`src/rtl/mfe_led7seg_74hc595_scanner_if.sv`:
```
// Word stream from the scanner to the 74HC595 7-seg controller.
// out_dat {seg,dig}, out_vld source-driven, out_rdy sink-driven.
interface mfe_led7seg_74hc595_scanner_if;
  logic [15:0] out_dat;
  logic        out_vld;
  logic        out_rdy;

  modport master (
    output out_dat,
    output out_vld,
    input  out_rdy
  );

  modport slave (
    input  out_dat,
    input  out_vld,
    output out_rdy
  );
endinterface

```
`src/rtl/mfe_led7seg_74hc595_scanner.sv`:
```
// Scans 8 hex digits into {seg,dig} words over a vld/rdy stream.
// Ports: clk/rst, in_* load side, bus (master), frame_done, pending.
module mfe_led7seg_74hc595_scanner #(
  parameter int SCAN_DIV = 0,
  parameter int DWELL_W  = 16
) (
  input  logic        clk,
  input  logic        rst,
  input  logic [31:0] in_val,
  input  logic [7:0]  in_dp,
  input  logic [7:0]  in_blank,
  input  logic        in_lzb,
  input  logic        in_load,
  mfe_led7seg_74hc595_scanner_if.master bus,
  output logic        frame_done,
  output logic        pending
);

  typedef enum logic [1:0] {
    PREP,
    SEND,
    DWELL
  } state_t;

  state_t             state_q;
  logic [2:0]         idx_q;
  logic [DWELL_W-1:0] dwell_q;
  logic [15:0]        dat_q;
  logic               vld_q;
  logic               pend_q;

  logic [31:0] act_val_q, sh_val_q;
  logic [7:0]  act_dp_q, sh_dp_q;
  logic [7:0]  act_blank_q, sh_blank_q;
  logic        act_lzb_q, sh_lzb_q;

  logic [7:0]  lz_mask;
  logic [3:0]  nib;
  logic [7:0]  hex_seg;
  logic [7:0]  dp_mask;
  logic [7:0]  seg_d;
  logic [15:0] dat_d;
  logic        hs;
  logic        commit;
  logic        zrun;

  assign hs     = vld_q & bus.out_rdy;
  assign commit = hs & (idx_q == 3'd7);

  assign bus.out_dat = dat_q;
  assign bus.out_vld = vld_q;
  assign frame_done  = commit;
  assign pending     = pend_q;

  // Digit k is a leading zero if it and every digit above are zero.
  always_comb begin
    lz_mask = 8'h00;
    zrun    = 1'b1;
    for (int k = 7; k >= 1; k--) begin
      zrun       = zrun & (act_val_q[k*4 +: 4] == 4'h0);
      lz_mask[k] = act_lzb_q & zrun;
    end
  end

  assign nib     = act_val_q[{idx_q, 2'b00} +: 4];
  assign dp_mask = act_dp_q[idx_q] ? 8'h7F : 8'hFF;

  always_comb begin
    hex_seg = 8'hFF;
    unique case (nib)
      4'h0: hex_seg = 8'hC0;
      4'h1: hex_seg = 8'hF9;
      4'h2: hex_seg = 8'hA4;
      4'h3: hex_seg = 8'hB0;
      4'h4: hex_seg = 8'h99;
      4'h5: hex_seg = 8'h92;
      4'h6: hex_seg = 8'h82;
      4'h7: hex_seg = 8'hF8;
      4'h8: hex_seg = 8'h80;
      4'h9: hex_seg = 8'h90;
      4'hA: hex_seg = 8'h88;
      4'hB: hex_seg = 8'h83;
      4'hC: hex_seg = 8'hC6;
      4'hD: hex_seg = 8'hA1;
      4'hE: hex_seg = 8'h86;
      4'hF: hex_seg = 8'h8E;
    endcase
  end

  // Blank beats DP; a leading-zero digit still shows its DP.
  always_comb begin
    if (act_blank_q[idx_q]) begin
      seg_d = 8'hFF;
    end else if (lz_mask[idx_q]) begin
      seg_d = dp_mask;
    end else begin
      seg_d = hex_seg & dp_mask;
    end
    dat_d = {seg_d, 8'h01 << idx_q};
  end

  always_ff @(posedge clk) begin
    if (rst) begin
      state_q     <= PREP;
      idx_q       <= 3'd0;
      dwell_q     <= '0;
      dat_q       <= 16'hFF00;
      vld_q       <= 1'b0;
      pend_q      <= 1'b0;
      act_val_q   <= '0;
      act_dp_q    <= '0;
      act_blank_q <= '0;
      act_lzb_q   <= 1'b0;
      sh_val_q    <= '0;
      sh_dp_q     <= '0;
      sh_blank_q  <= '0;
      sh_lzb_q    <= 1'b0;
    end else begin
      // Old shadow commits even when a new load lands this cycle.
      if (commit && pend_q) begin
        act_val_q   <= sh_val_q;
        act_dp_q    <= sh_dp_q;
        act_blank_q <= sh_blank_q;
        act_lzb_q   <= sh_lzb_q;
      end
      if (in_load) begin
        sh_val_q   <= in_val;
        sh_dp_q    <= in_dp;
        sh_blank_q <= in_blank;
        sh_lzb_q   <= in_lzb;
        pend_q     <= 1'b1;
      end else if (commit) begin
        pend_q <= 1'b0;
      end

      unique case (state_q)
        PREP: begin
          dat_q   <= dat_d;
          vld_q   <= 1'b1;
          state_q <= SEND;
        end
        SEND: begin
          if (bus.out_rdy) begin
            vld_q <= 1'b0;
            idx_q <= idx_q + 3'd1;
            if (SCAN_DIV == 0) begin
              state_q <= PREP;
            end else begin
              dwell_q <= DWELL_W'(SCAN_DIV - 1);
              state_q <= DWELL;
            end
          end
        end
        DWELL: begin
          if (dwell_q == '0) begin
            state_q <= PREP;
          end else begin
            dwell_q <= dwell_q - 1'b1;
          end
        end
        default: state_q <= PREP;
      endcase
    end
  end

endmodule
```
`src/flat_wrapper.sv`:
```
// flat-port wrapper written by rule: the top's interface ports become plain ports
module mfe_led7seg_74hc595_scanner_flat 
#(
  parameter int SCAN_DIV = 0,
  parameter int DWELL_W  = 16
)
  (clk, rst, in_val, in_dp, in_blank, in_lzb, in_load, frame_done, pending, bus_out_dat, bus_out_vld, bus_out_rdy);
  mfe_led7seg_74hc595_scanner_if bus_i ();
  input  logic clk;
  input  logic rst;
  input  logic [31:0] in_val;
  input  logic [7:0] in_dp;
  input  logic [7:0] in_blank;
  input  logic in_lzb;
  input  logic in_load;
  output logic frame_done;
  output logic pending;
  output wire logic [$bits(bus_i.out_dat)-1:0] bus_out_dat;
  output wire logic [$bits(bus_i.out_vld)-1:0] bus_out_vld;
  input wire logic [$bits(bus_i.out_rdy)-1:0] bus_out_rdy;
  assign bus_out_dat = bus_i.out_dat;
  assign bus_out_vld = bus_i.out_vld;
  assign bus_i.out_rdy = bus_out_rdy;
  mfe_led7seg_74hc595_scanner #(.SCAN_DIV(SCAN_DIV), .DWELL_W(DWELL_W)) u_core (.clk(clk), .rst(rst), .in_val(in_val), .in_dp(in_dp), .in_blank(in_blank), .in_lzb(in_lzb), .in_load(in_load), .bus(bus_i), .frame_done(frame_done), .pending(pending));
endmodule
```
`config.mk`:
```
export PLATFORM = sky130hd
export DESIGN_NAME = mfe_led7seg_74hc595_scanner_flat
export DESIGN_NICKNAME = d
export VERILOG_FILES = /design/src/rtl/mfe_led7seg_74hc595_scanner_if.sv /design/src/rtl/mfe_led7seg_74hc595_scanner.sv /design/src/flat_wrapper.sv
export SDC_FILE = /design/constraint.sdc
export NUM_CORES = 1
export LEC_CHECK = 0
export CORE_MARGIN = 4
export CORE_UTILIZATION = 35
export CTS_CLUSTER_DIAMETER = 150
export DETAILED_ROUTE_END_ITERATION = 10
export PLACE_DENSITY = 0.57
export REMOVE_ABC_BUFFERS = 1
export SETUP_SLACK_MARGIN = 0.4
export SYNTH_ARGS = -nofsm -noshare
export SYNTH_HDL_FRONTEND = slang
export SYNTH_SLANG_ARGS = --single-unit
```
`constraint.sdc`:
```
create_clock -name clk -period 5.5 [get_ports clk]
set_clock_uncertainty 0.1 [all_clocks]
set_input_delay 0.825 -clock clk [delete_from_list [all_inputs] [get_ports clk]]
set_output_delay 0.825 -clock clk [all_outputs]
set_load 0.05 [all_outputs]
```
==> After elaboration in Yosys (flattened, before gate mapping) <==
Memories as Yosys holds them, arrays and structs flattened.
Index checks and enable logic that the tools add are counted.
Widths: inputs -> output; s select.
{ "totals": {"rom_bits": 112, "inputBits": 53, "word_cells": 74, "regBits": 137, "n_memories": 1, "output_inout_bits": 19} }
{ "classes": {"mux": 16, "reduce_logical": 16, "bitwise_logic": 17, "n_eq_ne": 5, "n_lt_le_gt_ge": 1, "shift": 2, "addsub": 2} }
{ "memory_table": {"columns": ["memory", "words", "word_bits", "read_ports", "rd_clocked_by_memory_dff", "wr", "line_no", "text"], "rows": [
  ["(name not given)", 16, 7, 1, 0, 0, "mfe_led7seg_74hc595_scanner.sv:70", "unique case (nib)"]
]} }
{ "ops": {"columns": ["op", "n"], "rows": [
  ["$shiftx 32x6->4", 1],
  ["$logic_not 4->1", 7],
  ["$mux 8", 3],
  ["$logic_not 16->1", 1],
  ["$sub 16x1->16 const B", 1],
  ["$and 1x1->1", 15],
  ["$bmux 1 s3", 3],
  ["$and 8x8->8", 1],
  ["$reduce_and 2->1", 4],
  ["$shl 1x3->8 const A", 1],
  ["$mux 1", 6],
  ["$pmux 2 s3", 1],
  ["$lt 3x4->1 const B", 1],
  ["$mux 2", 2],
  ["$reduce_bool 2->1", 2],
  ["$add 3x1->3 const B", 1],
  ["$eq 3x3->1 const B", 1],
  ["$eq 2x1->1 const B", 1],
  ["$eq 2x2->1 const B", 1],
  ["$logic_not 2->1", 1],
  ["$ne 2x1->1 const B", 1],
  ["$ne 2x2->1 const B", 1],
  ["$pmux 1 s2", 1],
  ["$logic_and 1x1->1", 1],
  ["$not 1->1", 1]
]} }

==> Depth between registers and ports, before layout <==
Gate-level depths: netlist (run 1).
{ "logic_depth": {"depth_word": 12, "ltp_mapped": 10} }

==> Worst setup path before layout (run 1) <==
Ideal clock, no wire load.
{ "synth_timing": {"kind": "register -> register", "startpoint": "reg u_core.idx_q[1]", "endpoint": "reg u_core.dat_q[11] (netlist: u_core.bus.out_dat[11])", "arrival_time_ns": 2.167, "synth_period_minus_slack_ns": 2.385, "path_stages_with_launch": 9, "setup_slack_ns": 3.115, "path_buffers": 1, "cell_sequence": "dfxtp_1 > buf_6 > mux4_2 > mux2i_1 > inv_1 > ha_1 > mux2_4 > mux2i_1 > a21oi_2"} }
{ "synth_via": {"elab_chain_cells": 5, "word_cells_on_any_way": 9, "classes_between": "1 x shift; 6 x mux; 1 x bitwise; 1 x memory"} }
{ "synth_rtl": {"columns": ["item", "line_no", "text"], "rows": [
  ["from (decl)", "mfe_led7seg_74hc595_scanner.sv:26", "logic [2:0] idx_q;"],
  ["from (signal assigned)", "mfe_led7seg_74hc595_scanner.sv:145", "idx_q <= idx_q + 3'd1;"],
  ["$shiftx 32x6->4", "mfe_led7seg_74hc595_scanner.sv:65", "assign nib = act_val_q[{idx_q, 2'b00} +: 4];"],
  ["$mem_v2 16x7", null, null],
  ["$and 8x8->8", "mfe_led7seg_74hc595_scanner.sv:97", "seg_d = hex_seg & dp_mask;"],
  ["$mux 8", "mfe_led7seg_74hc595_scanner.sv:94", "end else if (lz_mask[idx_q]) begin"],
  ["$mux 8 *", "mfe_led7seg_74hc595_scanner.sv:92", "if (act_blank_q[idx_q]) begin"],
  ["to (signal assigned)", "mfe_led7seg_74hc595_scanner.sv:138", "dat_q <= dat_d;"],
  ["to (decl)", "mfe_led7seg_74hc595_scanner.sv:28", "logic [15:0] dat_q;"]
]} }
Mark *: on every way between the ends. The rest lies on a longest branch, timed or not. The select of a mux whose other input is x is not followed.
A chain may end at the register's enable or synchronous reset.

==> Worst setup path after layout (run 1) <==
{ "layout_timing": {"startpoint": "in bus_out_rdy", "endpoint": "out frame_done"} }
{ "layout_via": {"elab_chain_cells": 2} }
{ "layout_rtl": {"columns": ["item", "line_no", "text"], "rows": [
  ["from (decl)", "flat_wrapper.sv:20", "input wire logic [$bits(bus_i.out_rdy)-1:0] bus_out_rdy;"],
  ["$and 1x1->1", "mfe_led7seg_74hc595_scanner.sv:47", "assign hs = vld_q & bus.out_rdy;"],
  ["$and 1x1->1", "mfe_led7seg_74hc595_scanner.sv:48", "assign commit = hs & (idx_q == 3'd7);"],
  ["to (decl)", "flat_wrapper.sv:16", "output logic frame_done;"]
]} }
Every way passes these cells.

==> metrics.sh, run 1 <==
VIAS_PER_CELL=4.79
DP_HPWL_UM=7030
TIMING.CRITICAL_PATH.ARRIVAL_NS=2.52
FRACTION_OF_FINAL_LAYOUT_CELLS_WITH_DRIVE_STRENGTH_GREATER_THAN_1=0.108
POWER.STATIC_LEAKAGE_nW=2.49
AREA.GROWTH.SYNTH_TO_FINAL_PCT=29.3
YOSYS.CELL_COUNT.TOP_TYPE='sky130_fd_sc_hd__dfxtp_1'
DRT_ITER0_MARKERS=229
START_KIND='primary input'
WIRELENGTH_UM=10600
FIRST_GLOBAL_VIAS=3777
WORST-PATH-BUF-INV=3
CRITPATHCAPTURETYPE='primary output'
SYNTHTOPCELLSBYAREA='sky130_fd_sc_hd__dfxtp_1 48%, sky130_fd_sc_hd__mux2i_1 12%, sky130_fd_sc_hd__nand2_1 7.7%'
MAXSLEWVIOLCOUNT=0
VIAS=3711
GRT_RESOURCE_USAGE_TOTAL=0.137
TNS_NS=0
POST-ROUTE-PERIOD-UTIL=0.627
HOLD_START='u_core.sh_dp_q[7]$_SDFFE_PP0P_'
GRT_PASS1_WL_UM=17800
YOSYSTOPAREACELL='sky130_fd_sc_hd__dfxtp_1'
CRITICAL_PATH.CELL_CHAIN='clkdlybuf4s50_1 -> and2_1 -> nand2_1 -> inv_2 -> clkdlybuf4s50_1'
TIMING.FINAL.CRIT_PERIOD_NS=3.45
WL_PER_CELL_UM=13.7
WORSTSKEWPAIRLATENCY_NS=0.40
PATH_CLK_SLEW_NS=0.05
TRITONCTS='done'
TIMING.SETUP.CRITICAL_PATH_CLASS='primary input to primary output'
POWER.TOTAL_mW=2.27
CTS_POST_SETUP_BUFFERS_INSERTED=0
SYNTH-EDFF-COUNT=0
RSZ0062_AT_GRT='no'
CTS_HOLD_REPAIR.BUFFERS=0
MAXIMUM_NUMBER_OF_PINS_ON_ONE_NET_BEFORE_GLOBAL_ROUTE_REPAIR=68
TIMING.CRITICAL_PATH.REQUIRED_NS=4.58
ROUTE.DETAILED.DRC=0
GP_ROUTABILITY_CONGESTION=0.802
WORST_PATH_LARGEST_CELL_DELAY_NS=0.79
NETS=646
WORST-R2R-CELL-COUNT=8
RELSLEWSLACK=0.433
RUN_STATUS='completed'
CLK_ROOT_BUFFER_CELL='sky130_fd_sc_hd__clkbuf_16'
MULTIINPUTGATEAREA_UM2=2340
POWERDENSITY_nW_PER_UM2=356
WORST_HOLD_PATH.NUM_CELLS=2
CORE.ROWCOUNT=43
SYNTH_AREA_PER_CELL_UM2=9.44
SYNTH.CELL_AREA_UM2=4930
DIE_HEIGHT_UM=127
CP_MOST_FREQUENT_CELL='sky130_fd_sc_hd__clkdlybuf4s50_1'
YS_FF_LATCH=119
FLOORPLAN.DIE_AREA_UM2=16000
CRIT_PATH_TOP_DELAY_CELL='sky130_fd_sc_hd__clkdlybuf4s50_1'
YS_WARNS=0
WORST_R2R_STARTPOINT='u_core.idx_q[1]$_SDFFE_PP0P_'
ANT_NETS=0
WORST_SLEW_PIN_SLEW_NS=0.850
INSERTEDDIODECOUNT=0
NETLIST.AREA_LEADER.SHARE=0.483
HP-CLASS='flip-flop to flip-flop'
SINK_COUNT=119
VDD_IR_DROP_MAX_V=0.000206
SYNTHARSTFLOPSHARE=0
CHIPWIDTH_UM=127
CTS.PATH.MAX_BUFFERS=2
YOSYS_MOST_USED_DFF='sky130_fd_sc_hd__dfxtp_1'
NUMCTSBUFFERS=17
FF_LATCH_AREA_UM2=2380
OVERFLOW_LEFT_AFTER_GLOBAL_ROUTING=0
IO_PINS=72
SETUP_VIOLATIONS=0
MAX_CAP_VIOLATIONS=0
CRIT_CELLS=5
SYNTH.DISTINCT_CELLS=36
BUFFER_PORTS.INSERTED=71
SYNTH_COMMON_CELLS='119 x sky130_fd_sc_hd__dfxtp_1, 101 x sky130_fd_sc_hd__nand2_1, 72 x sky130_fd_sc_hd__nor2_1, 59 x sky130_fd_sc_hd__mux2i_1, 56 x sky130_fd_sc_hd__a21oi_1'
FINALHOLDVIOLATIONS=0
GRT_ANTENNA_BEFORE_REPAIR=0
INITIAL_CORE_UTIL=0.356
CRIT_PATH_START='bus_out_rdy'
UPPER_CLOCK_FREQUENCY_LIMIT_MHz=290
N_FILL_CELL=1290
CORE_REGION_AREA_UM2=13800
CRIT_FANOUT=6
CRITICAL-PATH-TOP-DELAY-FAMILY='buffers and inverters'
SEQ_AREA_FRAC_SYNTH=0.483
POST_CTS.RESIZED_INSTANCES=0
PRE_REPAIR_DR_ITERATION_COUNT=5
GATE_COUNT_AFTER_TECHNOLOGY_MAPPING=522
CLOCK_TREE.HTREE_LEVEL_COUNT=4
==> registers in the layout (all words and copies together), names as in the netlist <==
signal / cells
u_core.idx_q: 3
u_core.act_blank_q: 8
u_core.act_lzb_q: 1
u_core.bus.out_dat: 16
u_core.sh_dp_q: 8
u_core.act_val_q: 32
u_core.pending: 1
u_core.act_dp_q: 8
u_core.sh_blank_q: 8
u_core.sh_lzb_q: 1
u_core.sh_val_q: 32
u_core.state_q: 1
==> worst register-to-register path: cells and delay by family, from the launching register on <==
family	cells	cell delay, ns
buf+inv	2	0.46
compound gates	1	0.07
fa+ha+maj	1	0.28
flops	1	0.44
mux	4	1.44
==> cells in the final DEF (no fill, tap or decap), types with 7 or more instances in the layout <==
cell type / synthesis / layout
sky130_fd_sc_hd__dfxtp_1: 119 / 119
sky130_fd_sc_hd__nand2_1: 101 / 101
sky130_fd_sc_hd__nor2_1: 72 / 72
sky130_fd_sc_hd__clkdlybuf4s50_1: 0 / 69
sky130_fd_sc_hd__mux2i_1: 59 / 59
sky130_fd_sc_hd__a21oi_1: 56 / 56
sky130_fd_sc_hd__clkbuf_16: 0 / 17
sky130_fd_sc_hd__mux4_2: 12 / 12
sky130_fd_sc_hd__ha_1: 12 / 12
sky130_fd_sc_hd__a22oi_1: 10 / 10
sky130_fd_sc_hd__buf_4: 1 / 7
==> cell type report <==
cell class	instances	area share
sequential	119	0.374
clock buffer	18	0.0689
inverter	8	0.00471
clock inverter	14	0.0322
tap	180	0.0353
timing repair buffer	77	0.117
multi-input combinational	358	0.367
==> worst paths after layout <==
check	to	slack, ns
setup / recovery	frame_done	2.05
hold / removal	u_core.act_dp_q[7]$_SDFFE_PP0P_	0.35
setup reg to reg	u_core.bus.out_dat[11]$_SDFFE_PP1N_	2.59
hold reg to reg	u_core.act_dp_q[7]$_SDFFE_PP0P_	0.35
==> cell families after synthesis <==
kind of cell | Yosys count | share of synthesized area
AO/OA/AOI/OAI | 79 | 0.0945
XOR/XNOR | 1 | 0.00178
adder cells (fa/ha/maj) | 12 | 0.0305
buffers and inverters | 45 | 0.0414
flip-flops | 119 | 0.483
multiplexers | 77 | 0.195
AND/OR/NAND/NOR | 189 | 0.153
==> metal layers <==
layer  global-route usage  wire length [um]
met2                0.226              5180
met5                    0                 0
met3               0.0480               561
met1                0.167              4730
met4               0.0442               116
==> metrics by stage <==
| step | instances | setup slack [ns] | hold WS [ns] | utilization | instance area (um^2) |
|---|---|---|---|---|---|
| 3_3_place_gp | 742 | 2.06 | 0.342 | 0.414 | 5730 |
| 2_1_floorplan | 485 | 2.64 | 0.325 | - | 4750 |
| 5_1_grt | 774 | 1.95 | 0.368 | 0.461 | 6370 |
| 4_1_cts | 774 | 2.03 | 0.354 | 0.461 | 6370 |
| 3_5_place_dp | 742 | 2.03 | 0.347 | 0.414 | 5730 |
| 6_report | 774 | 2.05 | 0.350 | 0.461 | 6370 |
==> where the power goes <==
part / switching (mW) / internal, mW / total (mW)
logic: 0.0829 / 0.0805 / 0.163
clock network: 0.381 / 0.810 / 1.19
registers: 0.0197 / 0.892 / 0.912
No activity file was read; power rests on OpenSTA's default activity.
==> run 2: changes to the inputs <==
PLACE_DENSITY = 0.59   (was 0.57)
clock period = 3.1 ns   (was 5.5 ns; I/O delays follow)
==> run 2 against run 1 <==
Combinational power grew 82%. Critical path depth increased by 3. Die area is the same. Cell area is 0.45% higher. Clock power up 74%. Register-to-register slack got worse by 2.0 ns. Largest power group unchanged. First-iteration DRC count down 14%. Count of clock-buffer cells in the layout rose by 5. Critical endpoint is now u_core.bus.out_dat[11]$_SDFFE_PP1N_. Largest cell class unchanged. Global-route usage grew 0.52 points. Via count increased by 1.1%. Sequential share of layout area down 0.17 points. Core utilization grew 0.21 points.
==> metrics.sh, run 2 (synthesis gave the netlist of run 1 again) <==
RUN_STATUS='completed'
FIN_AREA_UM2=6400
TIMING.FINAL.CRIT_PERIOD_NS=2.51
POWER_FRAC_COMB=0.074
GRT_ANTENNA_BEFORE_REPAIR=0
MAXSLEWVIOLCOUNT=0
AREA.GROWTH.SYNTH_TO_FINAL_PCT=29.9
LAYOUT_COMMONEST_CELL='sky130_fd_sc_hd__dfxtp_1'
UPPER_CLOCK_FREQUENCY_LIMIT_MHz=398
WORST_HOLD_PATH.NUM_CELLS=2
WIRELENGTH_UM=10800
CORE_REGION_AREA_UM2=13800
RELSLEWSLACK=0.558
DP_HPWL_UM=7670
POST_CTS.RESIZED_INSTANCES=0
INITIAL_CORE_UTIL=0.356
TRITONCTS='done'
HP-CLASS='flip-flop to flip-flop'
CRIT_PATH_START='u_core.idx_q[0]$_SDFFE_PP0P_'
CTS_HOLD_REPAIR.BUFFERS=0
GRT_PASS1_WL_UM=18300
FINAL_CORE_UTIL=0.463
POWER.STATIC_LEAKAGE_nW=2.52
SETUP_VIOLATIONS=0
VIAS_PER_CELL=4.82
CRITPATHCAPTURETYPE='flip-flop'
DRT_ITER0_MARKERS=198
LAYOUT_COMMON_CELLS='119 x sky130_fd_sc_hd__dfxtp_1, 101 x sky130_fd_sc_hd__nand2_1, 72 x sky130_fd_sc_hd__nor2_1'
FIRST_GLOBAL_VIAS=3768
PATH_CLK_SLEW_NS=0.05
WORST-R2R-CELL-COUNT=8
ROUTE.DETAILED.DRC=0
GRT_RESOURCE_USAGE_TOTAL=0.142
P_SW_mW=0.833
POWERDENSITY_nW_PER_UM2=623
VIAS=3750
CTS.PATH.MAX_BUFFERS=2
TIMING.SETUP.CRITICAL_PATH_CLASS='flip-flop to flip-flop'
VDD_IR_DROP_MAX_V=0.000350
CELLINTERNALPOWER_mW=3.15
CTS_POST_SETUP_BUFFERS_INSERTED=0
CRIT_FANOUT=15
FRACTION_OF_FINAL_LAYOUT_CELLS_WITH_DRIVE_STRENGTH_GREATER_THAN_1=0.112
RR_ENDPOINT='u_core.bus.out_dat[11]$_SDFFE_PP1N_'
WORST_R2R_STARTPOINT='u_core.idx_q[0]$_SDFFE_PP0P_'
WORST_SLEW_PIN_SLEW_NS=0.663
ANT_NETS=0
START_KIND='flip-flop'
POWER.SWITCHING_FRACTION=0.209
PLACED_CELLS=746
WL_PER_CELL_UM=13.8
GP_ROUTABILITY_CONGESTION=0.869
FLOORPLAN.DIE_AREA_UM2=16000
MAX_CAP_VIOLATIONS=0
PLACED_CELL_AREA_UM2=5770
TIMING.REG2REG.SETUP_SLACK_NS=0.59
LAYOUT.CELLS.NON_FILLER=778
DIE_HEIGHT_UM=127
P_CLK_FRAC=0.520
INSERTEDDIODECOUNT=0
WORSTSKEWPAIRLATENCY_NS=0.41
P_SEQ_FRAC=0.406
TIMING.CRITICAL_PATH.ARRIVAL_NS=2.71
CHIPWIDTH_UM=127
NUMCTSBUFFERS=17
WORSTSETUPENDPOINT='u_core.bus.out_dat[11]$_SDFFE_PP1N_'
OVERFLOW_LEFT_AFTER_GLOBAL_ROUTING=0
PRE_REPAIR_DR_ITERATION_COUNT=6
RSZ0062_AT_GRT='no'
CLK_ROOT_BUFFER_CELL='sky130_fd_sc_hd__clkbuf_16'
SINK_COUNT=119
IO_PINS=72
TNS_NS=0
CLOCK_TREE.HTREE_LEVEL_COUNT=4
TIMING.CRITICAL_PATH.REQUIRED_NS=3.30
POST-ROUTE-PERIOD-UTIL=0.810
BUFFER_PORTS.INSERTED=71
MAXIMUM_NUMBER_OF_PINS_ON_ONE_NET_BEFORE_GLOBAL_ROUTE_REPAIR=52
NETS=650
CORE.ROWCOUNT=43
FINALHOLDVIOLATIONS=0
[run 2: how the worst min path moves through the flow]
stage | startpoint | end | slack [ns]
2_1_floorplan | u_core.sh_blank_q[0]$_SDFFE_PP0P_ | u_core.act_blank_q[0]$_SDFFE_PP0P_ | 0.33
3_3_place_gp | u_core.sh_val_q[4]$_SDFFE_PP0P_ | u_core.act_val_q[4]$_SDFFE_PP0P_ | 0.34
3_5_place_dp | u_core.act_blank_q[6]$_SDFFE_PP0P_ | u_core.act_blank_q[6]$_SDFFE_PP0P_ | 0.35
4_1_cts | u_core.sh_blank_q[7]$_SDFFE_PP0P_ | u_core.act_blank_q[7]$_SDFFE_PP0P_ | 0.35
5_1_grt | u_core.sh_blank_q[7]$_SDFFE_PP0P_ | u_core.act_blank_q[7]$_SDFFE_PP0P_ | 0.36
6_report | u_core.sh_dp_q[0]$_SDFFE_PP0P_ | u_core.act_dp_q[0]$_SDFFE_PP0P_ | 0.35
[run 2: stage by stage]
stage	setup WS [ns]	hold WS, ns	total power, mW
after global placement	0.679	0.342	1.94
after global routing	0.428	0.355	4.13
after floorplan	0.236	0.325	1.78
final	0.588	0.352	3.99
after CTS	0.576	0.352	4.03
after detailed placement	0.580	0.345	1.95
[run 2: power groups by stage]
stage	logic [mW]	clock network [mW]	registers [mW]
floorplan	0.0968	0	1.69
global placement	0.294	0	1.65
detailed placement	0.300	0	1.65
CTS	0.301	2.12	1.62
global route	0.323	2.18	1.62
finish	0.297	2.07	1.62
[run 2: critical path, stage by stage (launching register included)]
cell                      delay (ns)
sky130_fd_sc_hd__dfxtp_1        0.42
sky130_fd_sc_hd__buf_4          0.30
sky130_fd_sc_hd__mux4_2         0.36
sky130_fd_sc_hd__mux2i_2        0.36
sky130_fd_sc_hd__inv_1          0.12
sky130_fd_sc_hd__ha_1           0.24
sky130_fd_sc_hd__mux2_4         0.28
sky130_fd_sc_hd__mux2i_1        0.16
sky130_fd_sc_hd__a21oi_2        0.07
[run 2: cell type report]
type,instances,area (um^2)
clock buffer,23,488
clock inverter,9,145
fill,1277,7430
inverter,8,30.0
multi-input combinational,358,2340
sequential,119,2380
tap,180,225
timing repair buffer,81,788
[run 2: metal layers]
metal,vias up,track usage,routed length [um]
met5,-,0,0
met4,0,0.0593,221
met3,20,0.0451,415
met2,59,0.238,5360
met1,1776,0.168,4750
li1,1895,-,-
==> RTL change 1, RTL diff (config.mk and constraints of run 2) <==
Re-encode `state_t` (3 states) as one-hot, 3 bits wide.
--- a/src/rtl/mfe_led7seg_74hc595_scanner.sv
+++ b/src/rtl/mfe_led7seg_74hc595_scanner.sv
@@ -18,6 +18,6 @@
 
-  typedef enum logic [1:0] {
-    PREP,
-    SEND,
-    DWELL
+  typedef enum logic [2:0] {
+    PREP  = 3'b001,
+    SEND  = 3'b010,
+    DWELL = 3'b100
   } state_t;
Check against the original RTL: same outputs for any inputs over 10 cycles, from zero or initial values and one cycle with rst high; not proved beyond that.
==> RTL change 1 against run 2 <==
  * Synthesized cell count up 3.6%
  * Sequential power up 2%
  * Total power up 0.64%
  * Clock power down 2%
  * Area after synthesis up 0.99%
  * Sequential cell count up 2
  * Count of clock-buffer cells in the layout up 1
  * Global-route usage down 0.50 points
  * Routed wire length down 0.40%
  * Worst setup slack better by 0.0036 ns
  * Design area up 0.88%
  * Via count up 2.1%
  * Critical endpoint is now u_core.bus.out_dat[11]
==> RTL change 1: results (changes against run 2) <==
[status]
status = finished clean

[drt]
drt_iter0_drc = 174  ; -12%
drt-vias-per-instance = 4.83  ; +0.20%
num_vias = 3830  ; +2.1%
wl_per_cell_um = 13.5  ; -2.3%
drtPass1Iterations = 5  ; -1

[setup_path]
worst_setup_endpoint = u_core.bus.out_dat[11]
crit_path_arrival_time_ns = 2.69  ; -0.02 ns
r2r_slack_ns = 0.59
reg2reg_from = u_core.idx_q[0]
reg2reg_depth = 7  ; -1
critical_path.max_fanout = 10  ; -5

[placed_design]
detailedPlacementHpwl_mm = 7.51  ; -2.1%
dpl_cell_area_mm2 = 0.00582  ; +0.87%
portBuffers = 71  ; unchanged
placedCellCount = 762  ; +2.1%
finalWeightedCongestion = 0.819  ; -5.7%

[synthesis]
ys_top_cells_by_area = dfxtp_1 (49%), mux2i_1 (12%), nand2_1 (8.1%)
synth_cell_types = 39  ; +8.3%
ys_seq_area_frac = 0.487  ; +0.00330
synthTopCellsByCount = dfxtp_1 (121), nand2_1 (107), nor2_1 (69)
yosys_warnings = 0  ; unchanged
async_reset_ff_frac = 0  ; unchanged
netlist_instances = 541  ; +3.6%

[power_and_ir_drop]
power_leakage_nw = 2.57  ; +2.0%
vdd_ir_drop_max_uv = 346  ; -1.2%

[grt]
grt_first_pass_wirelength_mm = 18.1  ; -1.3%
vias_in_the_first_global_route = 3870  ; +2.7%
pin_count_of_the_biggest_net_entering_global_routing = 82  ; +58%
track_usage = 0.137  ; -0.00497

[worst_hold_path]
holdCritPathClass = reg2reg

[cts]
worst_skew_pair.late_latency_ns = 0.40
clock_slew_at_reported_path_ffs_ns = 0.05  ; about the same
htree_num_levels = 4  ; unchanged
cts-buffers-inserted = 17  ; unchanged

[timing]
worst_slew_margin_rel = 0.508  ; -0.0494

[layout]
drive_above_1_share = 0.0962  ; -0.0158
final_net_count = 666  ; +2.5%

[RTL change 1: where the power goes]
part	internal [mW]	leakage (nW)	switching, mW
sequential	1.62	0.989	0.0380
combinational	0.151	1.28	0.176
clock	1.38	0.308	0.644
total	3.15	2.57	0.858
[RTL change 1: final cells by class]
type | instances | area [µm²]
Multi-Input combinational cell | 372 | 2370
Tap cell | 180 | 225
Sequential cell | 121 | 2420
Inverter | 9 | 33.8
Clock inverter | 7 | 113
Clock buffer | 24 | 512
Timing Repair Buffer | 80 | 781
Fill cell | 1319 | 7420
[RTL change 1: timing repair]
item,4_1_cts,5_1_grt
hold endpoints to repair,0,0
resized for setup,1,3
endpoints found under the setup margin,4,7
[RTL change 1: critical path, cell delays in order (launching register included)]
cell     delay (ns)
dfxtp_2        0.48
mux4_1         0.66
mux2i_4        0.25
inv_1          0.12
ha_1           0.26
mux2_1         0.29
mux2i_1        0.15
a21oi_1        0.08
[RTL change 1: logic make-up (layout without fill, tap and decap cells)]
family	count (synthesis)	in the layout	share of synthesized area
muxes	74	74	0.185
and+or+nand+nor	204	204	0.167
adders and majority gates	12	12	0.0302
xor gates and xnor gates	1	1	0.00176
AOI/OAI and AO/OA	81	81	0.0885
buffers and inverters	48	120	0.0400
DFF	121	121	0.487
[RTL change 1: per-layer routing]
metal / routed length (µm) / up-vias / GRT usage / part of all wire
li1: - / 1961 / - / -
met1: 5040 / 1784 / 0.171 / 0.47
met2: 5120 / 69 / 0.228 / 0.48
met3: 359 / 16 / 0.0347 / 0.034
met4: 182 / 0 / 0.0536 / 0.017
met5: 0 / - / 0 / 0
[RTL change 1: worst min path at each step]
stage / start / end / slack [ns] / cells after the start
detailed placement: u_core.act_blank_q[5] / u_core.act_blank_q[5] / 0.35 / 2
finish: u_core.act_blank_q[5] / u_core.act_blank_q[5] / 0.35 / 2
global route: u_core.sh_val_q[4] / u_core.act_val_q[4] / 0.37 / 2
CTS: rst / u_core.bus.out_dat[0] / 0.35 / 2
floorplan: u_core.sh_blank_q[0] / u_core.act_blank_q[0] / 0.33 / 2
global placement: u_core.act_dp_q[1] / u_core.act_dp_q[1] / 0.34 / 2
[RTL change 1: per-stage QoR]
stage / setup WS, ns / util / hold slack (ns) / total power [mW]
after floorplan: 0.0487 / - / 0.325 / 1.84
after global placement: 0.400 / 0.419 / 0.342 / 2.01
after detailed placement: 0.245 / 0.419 / 0.347 / 2.02
after CTS: 0.403 / 0.464 / 0.351 / 4.06
after global routing: 0.421 / 0.465 / 0.365 / 4.16
final: 0.592 / 0.465 / 0.351 / 4.01
==> RTL change 2, RTL diff (flow settings as in run 2) <==
Without the edit above. `SCAN_DIV` is set to 0 in 2 places; all go to 1.
--- a/src/rtl/mfe_led7seg_74hc595_scanner.sv
+++ b/src/rtl/mfe_led7seg_74hc595_scanner.sv
@@ -3,3 +3,3 @@
 module mfe_led7seg_74hc595_scanner #(
-  parameter int SCAN_DIV = 0,
+  parameter int SCAN_DIV = 1,
   parameter int DWELL_W  = 16
--- a/src/flat_wrapper.sv
+++ b/src/flat_wrapper.sv
@@ -3,3 +3,3 @@
 #(
-  parameter int SCAN_DIV = 0,
+  parameter int SCAN_DIV = 1,
   parameter int DWELL_W  = 16
Formal check against the unedited RTL: not equivalent (a bounded check fails within 4 cycles, from zero or initial values and one cycle with rst high).
==> RTL change 2 against run 2 <==
  * Area after synthesis grew 17%
  * Worst setup slack lost 0.014 ns
  * Sequential share of layout area grew 0.41 points
  * First-iteration DRC count grew 63%
  * Design area grew 14%
  * Cell count grew 19%
  * Clock power shrank 6%
  * Total power grew 6.7%
  * Routed wire length grew 21%
  * Maximum frequency shrank 0.54%
  * Critical path depth shrank 2
  * Sequential cell count grew 18
  * Global-route usage grew 0.72 points
  * Critical path type is now reg2out
  * Highest routed layer unchanged
==> RTL change 2: results (changes against run 2) <==
[drt]
drt_iter0_drc = 323  ; +63%
drt-vias-per-instance = 4.87  ; +1.1%
wl_met3_um = 470  ; +13%

[synthesis]
ys_seq_area_frac = 0.475  ; -0.00852
synthTopCellsByCount = dfxtp_1 (137), nand2_1 (123), a21oi_1 (75)
synth_area_mm2 = 0.00577  ; +17%

[layout]
drive_above_1_share = 0.102  ; -0.0105
inverters = 11  ; +3
layout_clock_area_frac = 0.0783  ; -0.0207
clockBufferCount = 21  ; -8.7%
layout.nonclk_buf_frac = 0.114  ; -0.00956
largest_class = multi-input combinational cells

[placed_design]
finalWeightedCongestion = 0.763  ; -12%
placedCellCount = 894  ; +20%
dpl_worst_slack_ns = 0.569  ; -0.0116 ns

[grt]
groute.layer.met3.usage = 0.0363  ; -0.00878
met1_usage = 0.194  ; +0.0258

[power_and_ir_drop]
power.density_mw_per_mm2 = 583  ; -6.4%
vdd_ir_drop_max_uv = 377  ; +7.8%
p_seq_frac = 0.442  ; +0.036
cell_internal_pwr_mw = 3.25  ; +3.2%

[timing]
finalHoldWorstSlack_ns = 0.349  ; -0.00344 ns

[setup_path]
r2r_slack_ns = 0.68  ; +0.09 ns

[status]
status = finished clean

[worst_hold_path]
hold_path.startpoint = u_core.sh_val_q[2]
min_to = u_core.act_val_q[2]

[RTL change 2: changes by cell type after synthesis, sizes merged, moves of 4 or more]
cell	delta
dfxtp	+18
a22oi	-6
a21oi	+17
nand3	+11
nand2	+22
o31ai	+4
or4	+7
or3	+6
xnor2	+5
[RTL change 2: worst max-delay path by stage]
| stage | from | slack (ns) | to | cells past startpoint |
|---|---|---|---|---|
| floorplan | u_core.idx_q[0] | 0.008 | u_core.act_blank_q[0] | 7 |
| global placement | u_core.idx_q[0] | 0.61 | u_core.bus.out_dat[8] | 6 |
| detailed placement | u_core.idx_q[0] | 0.57 | u_core.bus.out_dat[14] | 8 |
| CTS | u_core.idx_q[0] | 0.44 | frame_done | 6 |
| global route | u_core.idx_q[1] | 0.46 | frame_done | 6 |
| finish | u_core.idx_q[1] | 0.57 | frame_done | 6 |
[RTL change 2: power groups by stage]
stage	registers, mW	clock network, mW	logic (mW)
5_1_grt	1.89	2.06	0.470
6_report	1.88	1.94	0.431
3_3_place_gp	1.91	0	0.422
3_5_place_dp	1.92	0	0.433
2_1_floorplan	1.96	0	0.181
4_1_cts	1.88	1.99	0.434
[RTL change 2: worst min-delay path: stages (launching register included)]
cell     delay (ns)
dfxtp_1        0.31
nand2_1        0.05
a21oi_1        0.05
[RTL change 2: logic make-up (layout without fill, tap and decap cells)]
group	after synthesis	after routing	synth area share
compound gates	105	105	0.106
fa+ha+maj	13	13	0.0282
flops	137	137	0.475
simple gates	248	248	0.187
mux	75	75	0.161
buf+inv	50	125	0.0338
xor+xnor	6	6	0.00910
[RTL change 2: what timing repair did]
| item | CTS | global route |
|---|---|---|
| gates resized for setup | 0 | 1 |
| endpoints found under the setup margin | 0 | 2 |
| hold endpoints to repair | 0 | 0 |
